==> src/rtl/npu_pkg.sv <==
// Shared NPU types: default pixel width, pixel type and the feature-map streamer states.
package npu_pkg;

  localparam int NPU_DATA_W = 22;

  typedef logic signed [NPU_DATA_W-1:0] pixel_t;

  typedef enum logic [2:0] {
    IDLE,
    START,
    READ,
    GAP,
    DRAIN,
    DONE
  } stream_state_t;

endpackage

==> src/rtl/fmap_streamer_raster_counter.sv <==
// Raster-order (y outer, x inner) position counter with row/frame-end flags and linear address.
module raster_counter #(
  parameter int WIDTH  = 32,
  parameter int HEIGHT = 32,
  parameter int ADDR_W = $clog2(WIDTH * HEIGHT)
) (
  input  logic                      clk,
  input  logic                      rst,
  input  logic                      clr,
  input  logic                      en,
  output logic [$clog2(WIDTH)-1:0]  cnt_x,
  output logic [$clog2(HEIGHT)-1:0] cnt_y,
  output logic                      last_in_row,
  output logic                      last_in_frame,
  output logic [ADDR_W-1:0]         addr
);

  localparam int X_W = $clog2(WIDTH);
  localparam int Y_W = $clog2(HEIGHT);

  assign last_in_row   = (cnt_x == X_W'(WIDTH - 1));
  assign last_in_frame = last_in_row && (cnt_y == Y_W'(HEIGHT - 1));
  assign addr          = ADDR_W'(cnt_y) * ADDR_W'(WIDTH) + ADDR_W'(cnt_x);

  // The frame-end step wraps both counters, so the next frame starts at the origin.
  always_ff @(posedge clk or negedge rst) begin
    if (!rst) begin
      cnt_x <= '0;
      cnt_y <= '0;
    end else if (clr) begin
      cnt_x <= '0;
      cnt_y <= '0;
    end else if (en) begin
      if (last_in_row) begin
        cnt_x <= '0;
        cnt_y <= last_in_frame ? '0 : cnt_y + 1'b1;
      end else begin
        cnt_x <= cnt_x + 1'b1;
      end
    end
  end

endmodule

==> src/rtl/fmap_streamer.sv <==
// Streams a stored feature map from RAM into the Max_Pooling pixel input.
// Optional inter-row idle gap: define FMAP_STREAMER_ROW_GAP_EN.
module fmap_streamer
  import npu_pkg::*;
#(
  parameter int IMG_WIDTH  = 32,
  parameter int IMG_HEIGHT = 32,
  parameter int DATA_W     = NPU_DATA_W,
  parameter int ADDR_W     = $clog2(IMG_WIDTH * IMG_HEIGHT),
  parameter int ROW_GAP    = 1
) (
  input  logic                     clk,
  input  logic                     rst,
  input  logic                     go,
  input  logic                     pause,
  output logic                     mem_rd_en,
  output logic [ADDR_W-1:0]        mem_rd_addr,
  input  logic signed [DATA_W-1:0] mem_rd_data,
  output logic                     start_signal,
  output logic                     pixel_valid,
  output logic signed [DATA_W-1:0] pixel_in,
  output logic                     done_signal,
  output logic                     busy
);

  localparam int X_W = $clog2(IMG_WIDTH);
  localparam int Y_W = $clog2(IMG_HEIGHT);

  if (IMG_WIDTH < 2 || (IMG_WIDTH % 2) != 0 || IMG_HEIGHT < 2 || (IMG_HEIGHT % 2) != 0 ||
      ROW_GAP < 1) begin : g_bad_params
    $error("fmap_streamer: frame dimensions must be even and >= 2, ROW_GAP >= 1");
  end

  stream_state_t state_q, state_d;

  logic           cnt_clr;
  logic [X_W-1:0] cnt_x;
  logic [Y_W-1:0] cnt_y;
  logic           last_in_row;
  logic           last_in_frame;
  logic           unused_raster;

  assign unused_raster = ^{cnt_x, cnt_y, last_in_row};

  raster_counter #(
    .WIDTH (IMG_WIDTH),
    .HEIGHT(IMG_HEIGHT),
    .ADDR_W(ADDR_W)
  ) u_raster (
    .clk          (clk),
    .rst          (rst),
    .clr          (cnt_clr),
    .en           (mem_rd_en),
    .cnt_x        (cnt_x),
    .cnt_y        (cnt_y),
    .last_in_row  (last_in_row),
    .last_in_frame(last_in_frame),
    .addr         (mem_rd_addr)
  );

`ifdef FMAP_STREAMER_ROW_GAP_EN
  localparam int GAP_W = $clog2(ROW_GAP + 1);

  logic [GAP_W-1:0] gap_cnt;
  logic             gap_last;

  assign gap_last = (gap_cnt == GAP_W'(ROW_GAP - 1));

  // Only unpaused cycles count towards the gap, so pause stretches it.
  always_ff @(posedge clk or negedge rst) begin
    if (!rst) begin
      gap_cnt <= '0;
    end else if (state_q != GAP) begin
      gap_cnt <= '0;
    end else if (!pause) begin
      gap_cnt <= gap_cnt + 1'b1;
    end
  end
`endif

  always_ff @(posedge clk or negedge rst) begin
    if (!rst) begin
      state_q <= IDLE;
    end else begin
      state_q <= state_d;
    end
  end

  always_comb begin
    state_d      = state_q;
    start_signal = 1'b0;
    done_signal  = 1'b0;
    mem_rd_en    = 1'b0;
    cnt_clr      = 1'b0;
    case (state_q)
      IDLE: begin
        if (go) state_d = START;
      end
      START: begin
        start_signal = 1'b1;
        cnt_clr      = 1'b1;
        state_d      = READ;
      end
      READ: begin
        if (!pause) begin
          mem_rd_en = 1'b1;
          if (last_in_frame) begin
            state_d = DRAIN;
          end
`ifdef FMAP_STREAMER_ROW_GAP_EN
          else if (last_in_row) begin
            state_d = GAP;
          end
`endif
        end
      end
`ifdef FMAP_STREAMER_ROW_GAP_EN
      GAP: begin
        if (!pause && gap_last) state_d = READ;
      end
`endif
      DRAIN: state_d = DONE;
      DONE: begin
        done_signal = 1'b1;
        state_d     = IDLE;
      end
      default: state_d = IDLE;
    endcase
  end

  assign busy = (state_q != IDLE);

  // Read pipe stage p1: RAM data lands one cycle after the strobe.
  logic                     vld_p1;
  logic signed [DATA_W-1:0] pix_hold_p1;

  always_ff @(posedge clk or negedge rst) begin
    if (!rst) begin
      vld_p1      <= 1'b0;
      pix_hold_p1 <= '0;
    end else begin
      vld_p1 <= mem_rd_en;
      if (vld_p1) pix_hold_p1 <= mem_rd_data;
    end
  end

  assign pixel_valid = vld_p1;
  assign pixel_in    = vld_p1 ? mem_rd_data : pix_hold_p1;

endmodule

==> config.mk <==
export PLATFORM = sky130hd
export DESIGN_NAME = fmap_streamer
export DESIGN_NICKNAME = d
export VERILOG_FILES = /design/src/rtl/npu_pkg.sv /design/src/rtl/fmap_streamer_raster_counter.sv /design/src/rtl/fmap_streamer.sv
export SDC_FILE = /design/constraint.sdc
export NUM_CORES = 1
export LEC_CHECK = 0
export BUFFER_PORTS_ARGS = -buffer_cell sky130_fd_sc_hd__buf_2
export CAP_MARGIN = 20
export CORE_UTILIZATION = 51
export CTS_CLUSTER_SIZE = 14
export DETAILED_ROUTE_END_ITERATION = 16
export PLACE_DENSITY = 0.95
export SLEW_MARGIN = 10
export SYNTH_ARGS = -nofsm -noshare
export SYNTH_HDL_FRONTEND = slang
export SYNTH_SLANG_ARGS = --single-unit
==> constraint.sdc <==
create_clock -name clk -period 4.4 [get_ports clk]
set_clock_uncertainty 0.15 [all_clocks]
set_input_delay 0.22 -clock clk [delete_from_list [all_inputs] [get_ports clk]]
set_output_delay 0.22 -clock clk [all_outputs]
set_load 0.005 [all_outputs]
=== Word level (Yosys, flattened, before mapping) ===
Cells that the tools add are included.

* Multiplexer cells: 16
* Eq/ne operators: 9
* Add/subtract/negate cells: 3
* Reduce and logical (&&, ||, !) cells: 7

{| class="wikitable"
|+ Operators with widths
! cell !! number
|-
| 5-bit two-way mux || 7
|-
| 22-bit two-way mux || 1
|-
| 3-bit one-hot mux with 4 select lines || 1
|-
| 10-bit by 5-bit adder with 10-bit output || 1
|-
| 5-bit by 1-bit adder with 5-bit output, second input constant || 2
|-
| 5-bit == test, second input constant || 2
|-
| 3-bit two-way mux || 3
|-
| 3-bit == test, second input constant || 2
|-
| 1-bit two-way mux || 4
|-
| 2-bit != test, second input constant || 2
|-
| 2-bit nonzero test || 2
|-
| 3-bit by 1-bit == test with 1-bit output, second input constant || 1
|-
| 3-bit by 2-bit == test with 1-bit output, second input constant || 1
|-
| 3-bit zero test || 1
|-
| 3-bit AND reduction || 1
|-
| 3-bit nonzero test || 1
|-
| 2-bit by 1-bit != test with 1-bit output, second input constant || 1
|-
| 2-bit AND reduction || 1
|-
| 1-bit logical AND || 1
|}

* Register bits after elaboration: 36

=== Longest topological paths before layout ===
* Depth after elaboration: 6
* Gate-level depth with buffers: 6
* Depth with buffers taken out: 6

=== Cells and area by module ===
A second synthesis with hierarchy kept.

* Cells, all modules: 128
* Area total of the unflattened synthesis: 1692.9 um^2

{| class="wikitable"
|+ Modules (own cells, without submodules)
! module !! times used !! area an instance (um^2) !! cells each
|-
| fmap_streamer || 1 || 1077.3 || 64
|-
| raster_counter || 1 || 615.6 || 64
|}

=== Least setup slack after synthesis ===
Ideal clock, no wire load.

* Path type: reg2reg
* Start point: register u_raster.cnt_x[0]
* End point: register state_q[2]
* Required time: 4.172 ns
* Buffers on the path: 0
* Arrival: 1.826 ns
* Setup time: 0.078 ns
* Cell stages (with the launch flop): 7
* Setup slack: 2.346 ns
* Cells stage by stage: dfrtp_1 ha_1 and3_1 ha_1 nand2_1 or4b_2 a21oi_1

* Cells in the longest elaborated chain, start to end: 4

{| class="wikitable"
|+ Ends and longest elaborated chain
! item !! RTL line !! RTL
|-
| start: declaration || fmap_streamer_raster_counter.sv:11 || <nowiki>output logic [$clog2(WIDTH)-1:0] cnt_x,</nowiki>
|-
| start signal: assignment || fmap_streamer_raster_counter.sv:38 || <nowiki>cnt_x <= cnt_x + 1'b1;</nowiki>
|-
| 5-bit == test || fmap_streamer_raster_counter.sv:21 || <nowiki>assign last_in_row = (cnt_x == X_W'(WIDTH - 1));</nowiki>
|-
| 1-bit logical AND || fmap_streamer_raster_counter.sv:22 || <nowiki>assign last_in_frame = last_in_row && (cnt_y == Y_W'(HEIGHT - 1));</nowiki>
|-
| 2-bit by 1-bit != test with 1-bit output (no source line) || - ||
|-
| 3-bit AND reduction (no source line) || - ||
|-
| end signal: assignment || fmap_streamer.sv:85 || <nowiki>state_q <= state_d;</nowiki>
|-
| end: declaration || fmap_streamer.sv:34 || <nowiki>stream_state_t state_q, state_d;</nowiki>
|}

Every way passes these cells.
A chain may end at the register's enable or synchronous reset.

=== Worst setup path after layout ===
Ends and elaborated chain as after synthesis.

==> summary.md <==
STA puts the critical path data required time at 4.53 ns. The final reports fail on DRC. Sorting the synthesized cells by area gives the leading types as sky130_fd_sc_hd__dfrtp_1 58%, sky130_fd_sc_hd__mux2_2 17%, sky130_fd_sc_hd__ha_1 3.2%. The area fraction of the dominant cell type after synthesis is 57.6%, and the worst setup margin is 2.14 ns. Counting distinct cell types in the post-synthesis netlist gives 32. The cell taking the most area after synthesis is sky130_fd_sc_hd__dfrtp_1.

After floorplanning, the core was divided into 19 placement rows. TritonCTS built the clock tree. The setup slack after placement was 2.17 ns. The most common cell in the synthesized netlist is sky130_fd_sc_hd__dfrtp_1. The port buffer count is 62, and the Yosys warning count is 0. The worst slew margin relative to its limit is 40.3%, and the effective utilization at floorplan is 55.3%. The run gives 3290 um^2 as the full die area.

Setup repair after global routing left no endpoint under its margin. The mapped netlist covers 1570 um^2. The routed design could run at a clock period as short as 2.26 ns. The final route contains 1310 vias.

Once detail routing completed, the nets flagged for antenna violations numbered 0. The worst setup path is captured at a flop. The count of pins over their slew limit was 0; the worst reg2reg path depth was 6. The final total negative setup slack is 0 ns. The logs give 0 for the number of max-cap violations and 7 for the final routed DRC violation total. The total detailed-routing wirelength is 4030 um. Measured along the y axis, the die boundary spans 57.4 um. The HPWL after detailed placement was 2450 um; the sequential element share of the synthesized area was 57.6%. In this run the power density over the cells is 545 nW/um^2.

The number of endpoints with negative hold slack in the final report was 0. For the sink count of the clock tree, the log shows 36. Clock root buffer: sky130_fd_sc_hd__clkbuf_4.

The via-per-instance ratio is 5.48. By count the netlist is led by 36 x sky130_fd_sc_hd__dfrtp_1, 23 x sky130_fd_sc_hd__mux2_2, 7 x sky130_fd_sc_hd__a21oi_1. After technology mapping, the gate count stands at 119. The number of synthesized register bits works out to 36. The tools report the initial antenna violation count as 0. Post-CTS timing repair inserted 0 buffers for setup. In this run, post-CTS repair resized a total of 0 instances. For this block, the initial DRC count from the detailed router was 27. The number of setup violations in the final report is 0. The worst min-delay path class is in -> reg. The via count of the first global-routing pass is 1361, and the largest vdd supply drop is 0.347 mV. The async set or reset register ratio after synthesis works out to 100%. At the pin with the least slew margin, the transition time is 0.893 ns.

The H-tree generated during clock tree synthesis spans 2 levels. The wire length of the first global-routing pass came out at 6380 um. The number of diodes is 0. The run finished, with violations left. The routability-driven placement congestion ratio was 0.774; the part of the cycle the worst path needs was 51.4%.

The number of enable-type register cells in the synthesized netlist works out to 0. Dividing the detail-routed wire length by the instance count gives 16.8 um. Of all nets on the critical path, the largest fanout is 9.

In this run, CTS created clock tree buffers numbering 5. The analysis attributes to cell leakage a power of 1.09 nW. The clock-pin slew reported for the worst setup and hold paths after clock tree synthesis was 0.11 ns. The critical path is of the reg -> reg type. The tools report the global-route usage over all layers as 26.4%.

The global-route congestion overflow total was 0. The later pin in the worst-skew pair is clocked with a latency of 0.34 ns. Entering global routing, the biggest net connects 37 pins.

Synthesis produced a netlist with a net count of 149. 63 I/O pins were placed. The first detailed-routing pass took 10 iterations. The synthesized area per cell was 13.2 um^2. The tools report the nature of the critical path startpoint as a flop.

For this run, the leading register cell type out of synthesis is sky130_fd_sc_hd__dfrtp_1. The number of cells on the worst hold path was 3. Layout-stage area growth over the synthesis result: 40.3%. The core region is 2830 um^2. The die width was 57.4 um. The tools report the number of nets at the end of the flow as 237. In the final layout, the share of cells above drive strength 1 is 45.2%. Data on the critical path arrives at its endpoint at 2.39 ns.

Clock tree buffer depth: 2. Upper clock frequency limit: 443 MHz.
-- sequential cells by signal (all words and copies together) (netlist names) --
signal          flops
pix_hold_p1        22
u_raster.cnt_x      5
u_raster.cnt_y      5
state_q             3
pixel_valid         1
-- per-layer routing --
metal | track usage (%) | up-vias | wire length [um]
met3 | 5.22 | 9 | 203
met5 | 0 | - | 0
met1 | 28.9 | 642 | 1580
met4 | 12.5 | 0 | 80
li1 | - | 608 | -
met2 | 48.7 | 51 | 2160
-- through the flow --
step / utilization, % / power (W) / std cells / instance area, um^2 / hold WS [ns]
finish: 77.6 / 0.00120 / 239 / 2200 / 0.0402
global route: 77.6 / 0.00127 / 239 / 2200 / 0.0537
CTS: 77.6 / 0.00119 / 239 / 2200 / 0.0169
detailed placement: 66.4 / 0.000945 / 207 / 1880 / 0.187
global placement: 66.4 / 0.000912 / 207 / 1880 / 0.169
floorplan: - / 0.000753 / 119 / 1570 / -0.226
-- placed cells by master (no fill, tap or decap), types with 2 or more instances in the layout --
cell type,count
sky130_fd_sc_hd__nand4bb_1,2
sky130_fd_sc_hd__and2_1,2
sky130_fd_sc_hd__a21oi_1,7
sky130_fd_sc_hd__clkbuf_4,5
sky130_fd_sc_hd__a31oi_1,2
sky130_fd_sc_hd__o21ai_0,3
sky130_fd_sc_hd__nand3_1,2
sky130_fd_sc_hd__nand2_1,5
sky130_fd_sc_hd__a22o_1,2
sky130_fd_sc_hd__dfrtp_1,36
sky130_fd_sc_hd__ha_1,4
sky130_fd_sc_hd__mux2_2,23
sky130_fd_sc_hd__or3_1,2
sky130_fd_sc_hd__inv_1,2
sky130_fd_sc_hd__nand2b_1,3
sky130_fd_sc_hd__and3_1,2
sky130_fd_sc_hd__dlygate4sd3_1,24
sky130_fd_sc_hd__buf_2,62
sky130_fd_sc_hd__nor2_1,4
-- worst max-delay path, cell delays in order, from the launching register on --
cell	delay (ns)
sky130_fd_sc_hd__dfrtp_1	0.44
sky130_fd_sc_hd__ha_1	0.21
sky130_fd_sc_hd__and3_1	0.17
sky130_fd_sc_hd__ha_1	0.30
sky130_fd_sc_hd__nand2_1	0.15
sky130_fd_sc_hd__or4b_2	0.62
sky130_fd_sc_hd__a21oi_1	0.16
-- final cells by class --
| cell class | count | area [um^2] |
|---|---|---|
| sequential | 36 | 901 |
| tap | 31 | 38.8 |
| clock buffer | 6 | 41.3 |
| clock inverter | 2 | 35.0 |
| fill | 177 | 633 |
| multi-input combinational | 76 | 622 |
| timing repair buffer | 86 | 551 |
| inverter | 2 | 7.51 |
-- cells by family after synthesis --
logic type	after synthesis	share of synthesized area, %
AO/OA/AOI/OAI	17	6.71
flip-flops	36	57.6
adder cells (fa/ha/maj)	4	3.20
multiplexers	23	16.5
buffers and inverters	7	2.72
AND/OR/NAND/NOR	32	13.3
-- final timing paths --
kind,endpoint,start,slack [ns]
max in group asynchronous,pix_hold_p1[17]$_DFF_PN0_,rst,3.24
worst min-delay path,state_q[2]$_DFFE_PN0P_,pause,0.04
worst max-delay path,state_q[2]$_DFFE_PN0P_,u_raster.cnt_x[0]$_DFFE_PN0P_,2.14
min in group asynchronous,pix_hold_p1[11]$_DFF_PN0_,rst,0.36
worst min register to register,pix_hold_p1[17]$_DFF_PN0_,pix_hold_p1[17]$_DFF_PN0_,0.36
worst max register to register,state_q[2]$_DFFE_PN0P_,u_raster.cnt_x[0]$_DFFE_PN0P_,2.14
-- timing repair --
action	4_1_cts	5_1_grt
hold buffers	24	0
hold endpoints to repair	59	0
endpoints found under the setup margin	0	0
-- report_power, final --
group / internal [W] / switching [W]
registers: 0.000452 / 0.0000781
clock network: 0.000119 / 0.000113
logic: 0.000248 / 0.000187
total: 0.000819 / 0.000378
(Power assumes the default switching activity.)
